## config.mk

```make
export PLATFORM = sky130hd
export DESIGN_NAME = axil_stream_write_master
export DESIGN_NICKNAME = d
export VERILOG_FILES = /design/src/rtl/axil_stream_write_master.sv
export SDC_FILE = /design/constraint.sdc
export NUM_CORES = 1
export LEC_CHECK = 0
export CAP_MARGIN = 0
export CORE_AREA = 2 2 155 157
export DETAILED_ROUTE_END_ITERATION = 7
export DIE_AREA = 0 0 157 159
export PLACE_DENSITY_LB_ADDON = 0.25
export SLEW_MARGIN = 20
export SYNTH_ARGS = -nofsm -noshare
export SYNTH_HDL_FRONTEND = slang
export SYNTH_SLANG_ARGS = --single-unit
```

## constraint.sdc

```tcl
create_clock -name clk -period 7.05 [get_ports clk]
set_clock_uncertainty 0.1 [all_clocks]
set_input_delay 1.41 -clock clk [delete_from_list [all_inputs] [get_ports clk]]
set_output_delay 1.41 -clock clk [all_outputs]
set_load 0.02 [all_outputs]
```

## src/rtl/axil_stream_write_master.sv

```systemverilog
// Stream-to-AXI4-Lite write DMA: buffers incoming words in a small FIFO and
// issues one single-beat write per word to incrementing word addresses.
module axil_stream_write_master #(
  parameter int ADDR_WIDTH = 32,
  parameter int FIFO_DEPTH = 4,
  parameter int LEN_WIDTH  = 16
) (
  input  logic                  clk,
  input  logic                  reset,
  input  logic                  start,
  input  logic [ADDR_WIDTH-1:0] dst_addr,
  input  logic [LEN_WIDTH-1:0]  length,
  output logic                  busy,
  output logic                  done,
  output logic                  err,
  input  logic [31:0]           s_data,
  input  logic                  s_valid,
  output logic                  s_ready,
  output logic [ADDR_WIDTH-1:0] awaddr,
  output logic                  awvalid,
  input  logic                  awready,
  output logic [31:0]           wdata,
  output logic [3:0]            wstrb,
  output logic                  wvalid,
  input  logic                  wready,
  input  logic [1:0]            bresp,
  input  logic                  bvalid,
  output logic                  bready
);

  // state | meaning
  // IDLE  | waiting for start
  // WAIT  | waiting for a buffered word
  // SEND  | AW and W in flight, tracked independently
  // RESP  | waiting for the B response
  // DONE  | one-cycle completion pulse
  typedef enum logic [2:0] {S_IDLE, S_WAIT, S_SEND, S_RESP, S_DONE} state_t;

  localparam int PTR_W = (FIFO_DEPTH > 1) ? $clog2(FIFO_DEPTH) : 1;
  localparam logic [PTR_W-1:0]      PTR_ONE   = PTR_W'(1);
  localparam logic [PTR_W:0]        CNT_ONE   = (PTR_W + 1)'(1);
  localparam logic [PTR_W:0]        CNT_FULL  = (PTR_W + 1)'(FIFO_DEPTH);
  localparam logic [LEN_WIDTH-1:0]  LEN_ONE   = LEN_WIDTH'(1);
  localparam logic [ADDR_WIDTH-1:0] ADDR_STEP = ADDR_WIDTH'(4);

  state_t                state;
  logic [ADDR_WIDTH-1:0] addr_q;
  logic [LEN_WIDTH-1:0]  len_q;
  logic [LEN_WIDTH-1:0]  accepted_cnt;
  logic [LEN_WIDTH-1:0]  sent_cnt;

  logic [31:0]      mem [FIFO_DEPTH];
  logic [PTR_W-1:0] wr_ptr;
  logic [PTR_W-1:0] rd_ptr;
  logic [PTR_W:0]   count;
  logic             fifo_full;
  logic             fifo_empty;
  logic             push;
  logic             pop;

  assign wstrb      = 4'hF;
  assign fifo_full  = (count == CNT_FULL);
  assign fifo_empty = (count == '0);
  assign s_ready    = busy && !fifo_full && (accepted_cnt != len_q);
  assign push       = s_valid && s_ready;
  assign pop        = (state == S_WAIT) && !fifo_empty;

  always_ff @(posedge clk) begin
    if (push) mem[wr_ptr] <= s_data;
  end

  always_ff @(posedge clk or posedge reset) begin
    if (reset) begin
      wr_ptr <= '0;
      rd_ptr <= '0;
      count  <= '0;
    end else begin
      if (push) wr_ptr <= wr_ptr + PTR_ONE;
      if (pop)  rd_ptr <= rd_ptr + PTR_ONE;
      case ({push, pop})
        2'b10:   count <= count + CNT_ONE;
        2'b01:   count <= count - CNT_ONE;
        default: count <= count;
      endcase
    end
  end

  always_ff @(posedge clk or posedge reset) begin
    if (reset) begin
      state        <= S_IDLE;
      addr_q       <= '0;
      len_q        <= '0;
      accepted_cnt <= '0;
      sent_cnt     <= '0;
      busy         <= 1'b0;
      done         <= 1'b0;
      err          <= 1'b0;
      awaddr       <= '0;
      awvalid      <= 1'b0;
      wdata        <= '0;
      wvalid       <= 1'b0;
      bready       <= 1'b0;
    end else begin
      done <= 1'b0;
      if (push) accepted_cnt <= accepted_cnt + LEN_ONE;
      case (state)
        S_IDLE: begin
          if (start) begin
            addr_q       <= {dst_addr[ADDR_WIDTH-1:2], 2'b00};
            len_q        <= length;
            err          <= 1'b0;
            busy         <= 1'b1;
            accepted_cnt <= '0;
            sent_cnt     <= '0;
            if (length == '0) begin
              done  <= 1'b1;
              state <= S_DONE;
            end else begin
              state <= S_WAIT;
            end
          end
        end
        S_WAIT: begin
          if (!fifo_empty) begin
            wdata   <= mem[rd_ptr];
            awaddr  <= addr_q;
            awvalid <= 1'b1;
            wvalid  <= 1'b1;
            state   <= S_SEND;
          end
        end
        S_SEND: begin
          if (awvalid && awready) awvalid <= 1'b0;
          if (wvalid && wready)   wvalid  <= 1'b0;
          // A channel counts as finished if it already dropped or handshakes now.
          if ((!awvalid || awready) && (!wvalid || wready)) begin
            bready <= 1'b1;
            state  <= S_RESP;
          end
        end
        S_RESP: begin
          if (bvalid && bready) begin
            bready   <= 1'b0;
            if (bresp != 2'b00) err <= 1'b1;
            addr_q   <= addr_q + ADDR_STEP;
            sent_cnt <= sent_cnt + LEN_ONE;
            if ((sent_cnt + LEN_ONE) == len_q) begin
              done  <= 1'b1;
              state <= S_DONE;
            end else begin
              state <= S_WAIT;
            end
          end
        end
        S_DONE: begin
          busy  <= 1'b0;
          state <= S_IDLE;
        end
        default: state <= S_IDLE;
      endcase
    end
  end

endmodule

```

* Yosys cells after proc, flatten, opt, wreduce, memory -nomap -nowiden
Memory sizes are Yosys's and may differ from the RTL's. A register that Yosys moved wholly into a read port is not among the register bits. Cells that the tools add are included.
Cells by class: equality and inequality tests 16, mux-type cells 38, reduce and logical (&&, ||, !) cells 32, bitwise operators 1, $add $sub $neg 7
Operators with widths (count):
- two-way mux 16 bit | 5
- two-way mux 32 bit | 2
- one-hot mux 32 bit (2 select lines) | 1
- adder 16 x 1 -> 16 bit (second input constant) | 2
- adder 32 x 3 -> 32 bit (second input constant) | 1
- one-hot mux 16 bit (2 select lines) | 1
- two-way mux 3 bit | 6
- == test 16 bit | 1
- zero test 16 bit | 1
- inequality test 16 bit | 1
- two-way mux 1 bit | 15
- inequality test 2 bit (second input constant) | 7
- one-hot mux 1 bit (2 select lines) | 6
- one-hot mux 3 bit (4 select lines) | 1
- AND reduction 3 bit | 4
- nonzero test 2 bit | 6
- logical AND 1 bit | 8
- AND reduction 4 bit | 2
- == test 3 x 2 -> 1 bit (second input constant) | 2
- == test 3 bit (second input constant) | 2
- zero test 3 bit | 2
- one-hot mux 3 bit (2 select lines) | 1
- AND reduction 2 bit | 3
- adder 2 x 1 -> 2 bit (second input constant) | 2
- 8 further kinds | 12
Storage, ports and cells: output and inout port bits 75, input bits 89, memory bits (writable) 128, memories 1, register bits after elaboration 128
Memory list:
- mem | words 4, bits a word 32, read ports 1, clocked after memory_dff 1, wr ports 1, line 52 | logic [31:0] mem [FIFO_DEPTH];

* Longest topological paths before layout
depth in word-level cells 8, mapped depth 11, mapped depth without buffers 11

* Worst setup path after synthesis
Ideal clock, no wire load.
path type input -> register, start in s_valid, end mem mem[0][0] (enable), required time 6558 ps, cell stages on the path 3, buffers on the path 0, slack 3655 ps, arrival 2903 ps, path through nand3_1 > nor2_1 > and2_1
Between the ends: cells in the longest elaborated chain, start to end 3
RTL lines:
- start, declared | line 17 | input logic s_valid,
- logical AND 1 bit | line 65 | assign push = s_valid && s_ready;
- two-way mux 1 bit | line 69 | if (push) mem[wr_ptr] <= s_data;
- two-way mux 1 bit (not written as such) | line 69
- end, declared | line 52
No other way between the ends.

* Final worst setup path
start reg len_q[10], end out s_ready
Between the ends: cells in the longest elaborated chain, start to end 2
RTL lines:
- start, declared | line 48 | logic [LEN_WIDTH-1:0] len_q;
- start signal, assigned | line 110 | len_q <= length;
- inequality test 16 bit | line 64 | assign s_ready = busy && !fifo_full && (accepted_cnt != len_q);
- logical AND 1 bit | line 64
- end, declared | line 18 | output logic s_ready,
No other way between the ends.

==> summary.md <==
| Metric | Value |
|---|---|
| Via density | `around 5.6` |
| Worst R2R Setup Slack | `~3 ns` |
| CP cell instances | `xnor2_1, nand4_1, nor4_4, nor2_1, clkdlybuf4s50_1` |
| # hold bufs at CTS | `0` |
| Lkg Pwr | `5.81 nW` |
| Area grow syn2layout | `21.5%` |
| Worst path required time | `5.54 ns` |
| Final hold violation count | `0` |
| Vias | `8202` |
| Vias in the first global route | `8166` |
| Post-DP Area | `0.0144 sq mm` |
| First-pass GRT wire length | `about 44000 microns` |
| Post-Synthesis Cells | `974` |
| #FFs+latches synth | `284` |
| Routability cong. | `0.799` |
| Clock root buffer | `clkbuf_16` |
| Clock-pin slew on the worst setup and hold paths | `0.06 ns` |
| All-Layer GR Usage | `21.9%` |
| Starting Density | `54.4%` |
| Post-CTS sizing | `0` |
| Peak Freq | `about 240 MHz` |
| # port buffers | `155` |
| Layout cells sized above 1 | `around 15%` |
| Setup Buffers After CTS | `0` |
| Post-synth ARST share | `54.9%` |
| Finished Cell Area | `0.0153 sq mm` |
| Type of the worst setup path | `reg -> out` |
| Crit path max-delay cell type | `nor4_4` |
| Setup TNS | `0 ns` |
| Minimum clock period | `4.20 ns` |
| Skew-Pair Late Insertion Delay | `0.56 ns` |
| Crit end category | `primary output` |
| Worst hold path type | `reg -> reg` |
| RSZ-0062 raised after global routing | `no` |
| Tightest Pin Transition | `1.05 ns` |
| Setup violations, final | `0` |
| DR WL/cell | `18.3 microns` |
| Mapped Area | `0.0126 sq mm` |
| Post-DP HPWL | `about 17000 microns` |
| # IOs | `between 150 and 200` |
| Syn avg cell area | `13.0 sq um` |
| Clock buffer count from CTS | `29` |
| Nets | `1213` |
| Final worst path period share | `59.6%` |
| CP startpoint | `len_q[10]$_DFFE_PP0P_` |
| Worst-path fanout max | `10` |
| Peak supply drop | `286 uV` |
| Core box area | `0.0232 sq mm` |
| Sequential share of the synthesized area | `61.4%` |
| # DRC | `0` |
| Hold_ws | `0.402 ns` |
| Setup crit start kind | `flop` |
| Antenna cells | `0` |
| Total of max-cap violations | `0` |
| CP peak stage delay | `0.60 ns` |
| DR pass1 iterations | `5` |
| Reg2Reg Capture Point | `sent_cnt[15]$_DFFE_PP0P_` |
| Largest net degree at the start of global routing | `66` |
| Status | `finished clean` |
| Crit path capture | `s_ready` |
| Pwr dens | `385 mW/mm^2` |
| Drt total wl | `about 27000 microns` |
| Antenna Nets Post-Route | `0` |
| DRT iter0 DRCs | `682` |
| Reg2Reg Depth | `5` |
| Initial antenna violation count | `0` |
| Die X | `157 microns` |
| Vert. Die Dim | `around 160 microns` |
| Synth Warn # | `0` |
| Final Util | `66.1%` |
| Worst r2r src | `state[1]$_DFFE_PP0P_` |
| Post-synth EDFFs | `128` |
| Slew Limit Fails | `0` |
| Tot Pwr | `5.91 mW` |
| Clock Tree Buf Depth | `3` |
| TritonCTS clock tree | `built` |
| Slew HR | `29.6%` |
| H-tree levels | `1` |
| GRT Residual Overflow | `0` |
| Worst Path Arrival | `2.69 ns` |
| Top_reg_cell synth | `dfrtp_1` |
| Post-synthesis cell type count | `66` |
| CTS Sinks | `284` |
| FP Rows | `56` |
| Area of the die | `0.0250 sq mm` |
## placed cells by master, fill, tap and decap left out, types with 16 or more instances in the layout
| cell type | count |
|---|---|
| nor2_1 | 70 |
| o21ai_0 | 36 |
| dfrtp_1 | 155 |
| clkdlybuf4s50_1 | 155 |
| mux4_2 | 32 |
| clkbuf_16 | 29 |
| a21oi_1 | 49 |
| edfxtp_1 | 128 |
| xnor2_1 | 43 |
| nand3_1 | 30 |
| nand2_1 | 107 |
| o22a_1 | 16 |
| mux2_2 | 63 |
## worst min path at each step
stage / end / start / slack [ns] / depth (start not counted)
finish: awaddr[28]$_DFFE_PP0P_ / awaddr[28]$_DFFE_PP0P_ / 0.40 / 1
global route: awaddr[23]$_DFFE_PP0P_ / awaddr[23]$_DFFE_PP0P_ / 0.42 / 1
floorplan: addr_q[22]$_DFFE_PP0P_ / addr_q[22]$_DFFE_PP0P_ / 0.37 / 1
CTS: awaddr[22]$_DFFE_PP0P_ / awaddr[22]$_DFFE_PP0P_ / 0.41 / 1
global placement: wdata[15]$_DFFE_PP0P_ / wdata[15]$_DFFE_PP0P_ / 0.39 / 1
detailed placement: wdata[2]$_DFFE_PP0P_ / wdata[2]$_DFFE_PP0P_ / 0.40 / 1
## through the flow
step,instances,worst slack [ns]
6_report,1457,2.85
3_5_place_dp,1403,2.70
4_1_cts,1457,2.78
3_3_place_gp,1403,2.75
2_1_floorplan,978,1.33
5_1_grt,1457,2.59
## sequential cells by signal (all words and copies together), names as in the netlist, 2 cells and up
| signal | count |
|---|---|
| mem | 128 |
| state | 3 |
| wr_ptr | 2 |
| addr_q | 30 |
| len_q | 16 |
| accepted_cnt | 16 |
| count | 3 |
| awaddr | 30 |
| sent_cnt | 16 |
| wdata | 32 |
| rd_ptr | 2 |
## synth_stat cells, types with 9 or more instances
| cell | count | area, sq um |
|---|---|---|
| mux2_2 | 63 | 709 |
| xnor2_1 | 43 | 377 |
| and3_1 | 15 | 93.8 |
| nor4_1 | 11 | 68.8 |
| and2_1 | 9 | 56.3 |
| nand2_1 | 107 | 402 |
| nand3_1 | 30 | 150 |
| xor2_1 | 10 | 87.6 |
| nor2_1 | 71 | 267 |
| o21ai_0 | 36 | 180 |
| buf_2 | 12 | 60.1 |
| dfrtp_1 | 156 | 3900 |
| a31oi_1 | 12 | 75.1 |
| edfxtp_1 | 128 | 3840 |
| nand4_1 | 11 | 68.8 |
| buf_4 | 10 | 75.1 |
| inv_1 | 13 | 48.8 |
| a21oi_1 | 49 | 245 |
| mux4_2 | 32 | 721 |
| o22a_1 | 16 | 140 |
| clkbuf_1 | 28 | 105 |
## kinds of logic (layout without fill, tap and decap cells)
kind of cell	count (synthesis)	count (layout)	synth area share [%]
AND/OR/NAND/NOR	298	298	11.6
buffers and inverters	69	229	2.53
adder cells (fa/ha/maj)	9	9	0.952
other	2	6	0.0595
multiplexers	102	102	11.9
XOR/XNOR	53	53	3.68
AO/OA/AOI/OAI	157	157	7.94
flip-flops	284	284	61.4
## layer usage
metal / vias to the layer above / part of all wire (%) / GRT usage [%]
met3: 33 / 5.9 / 4.98
met1: 4089 / 42 / 29.9
met5: - / 0 / 0
li1: 3879 / - / -
met4: 0 / 1.8 / 4.50
met2: 201 / 50 / 36.5
## worst max-delay path: cells and delay by family (launching register included)
family                 cells  cell delay (ns)
XOR/XNOR                   1             0.21
buffers and inverters      1             0.57
flip-flops                 1             0.45
AND/OR/NAND/NOR            3             0.90
## power breakdown
group	switching [mW]	leakage, nW	internal (mW)
Clock	0.637	0.462	0.833
Combinational	0.929	2.26	0.981
Sequential	0.377	3.09	2.15
## layout make-up
cell class              count  area, sq um
fillers                  1741         7860
flip-flops and latches    284         7750
multi-input cells         625         4600
repair buffers            162         1600
clock buffers              41          841
well taps                 319          399
clock inverters            13         83.8
inverters                  13         53.8
Note: power is estimated with default switching activity, not from simulation.
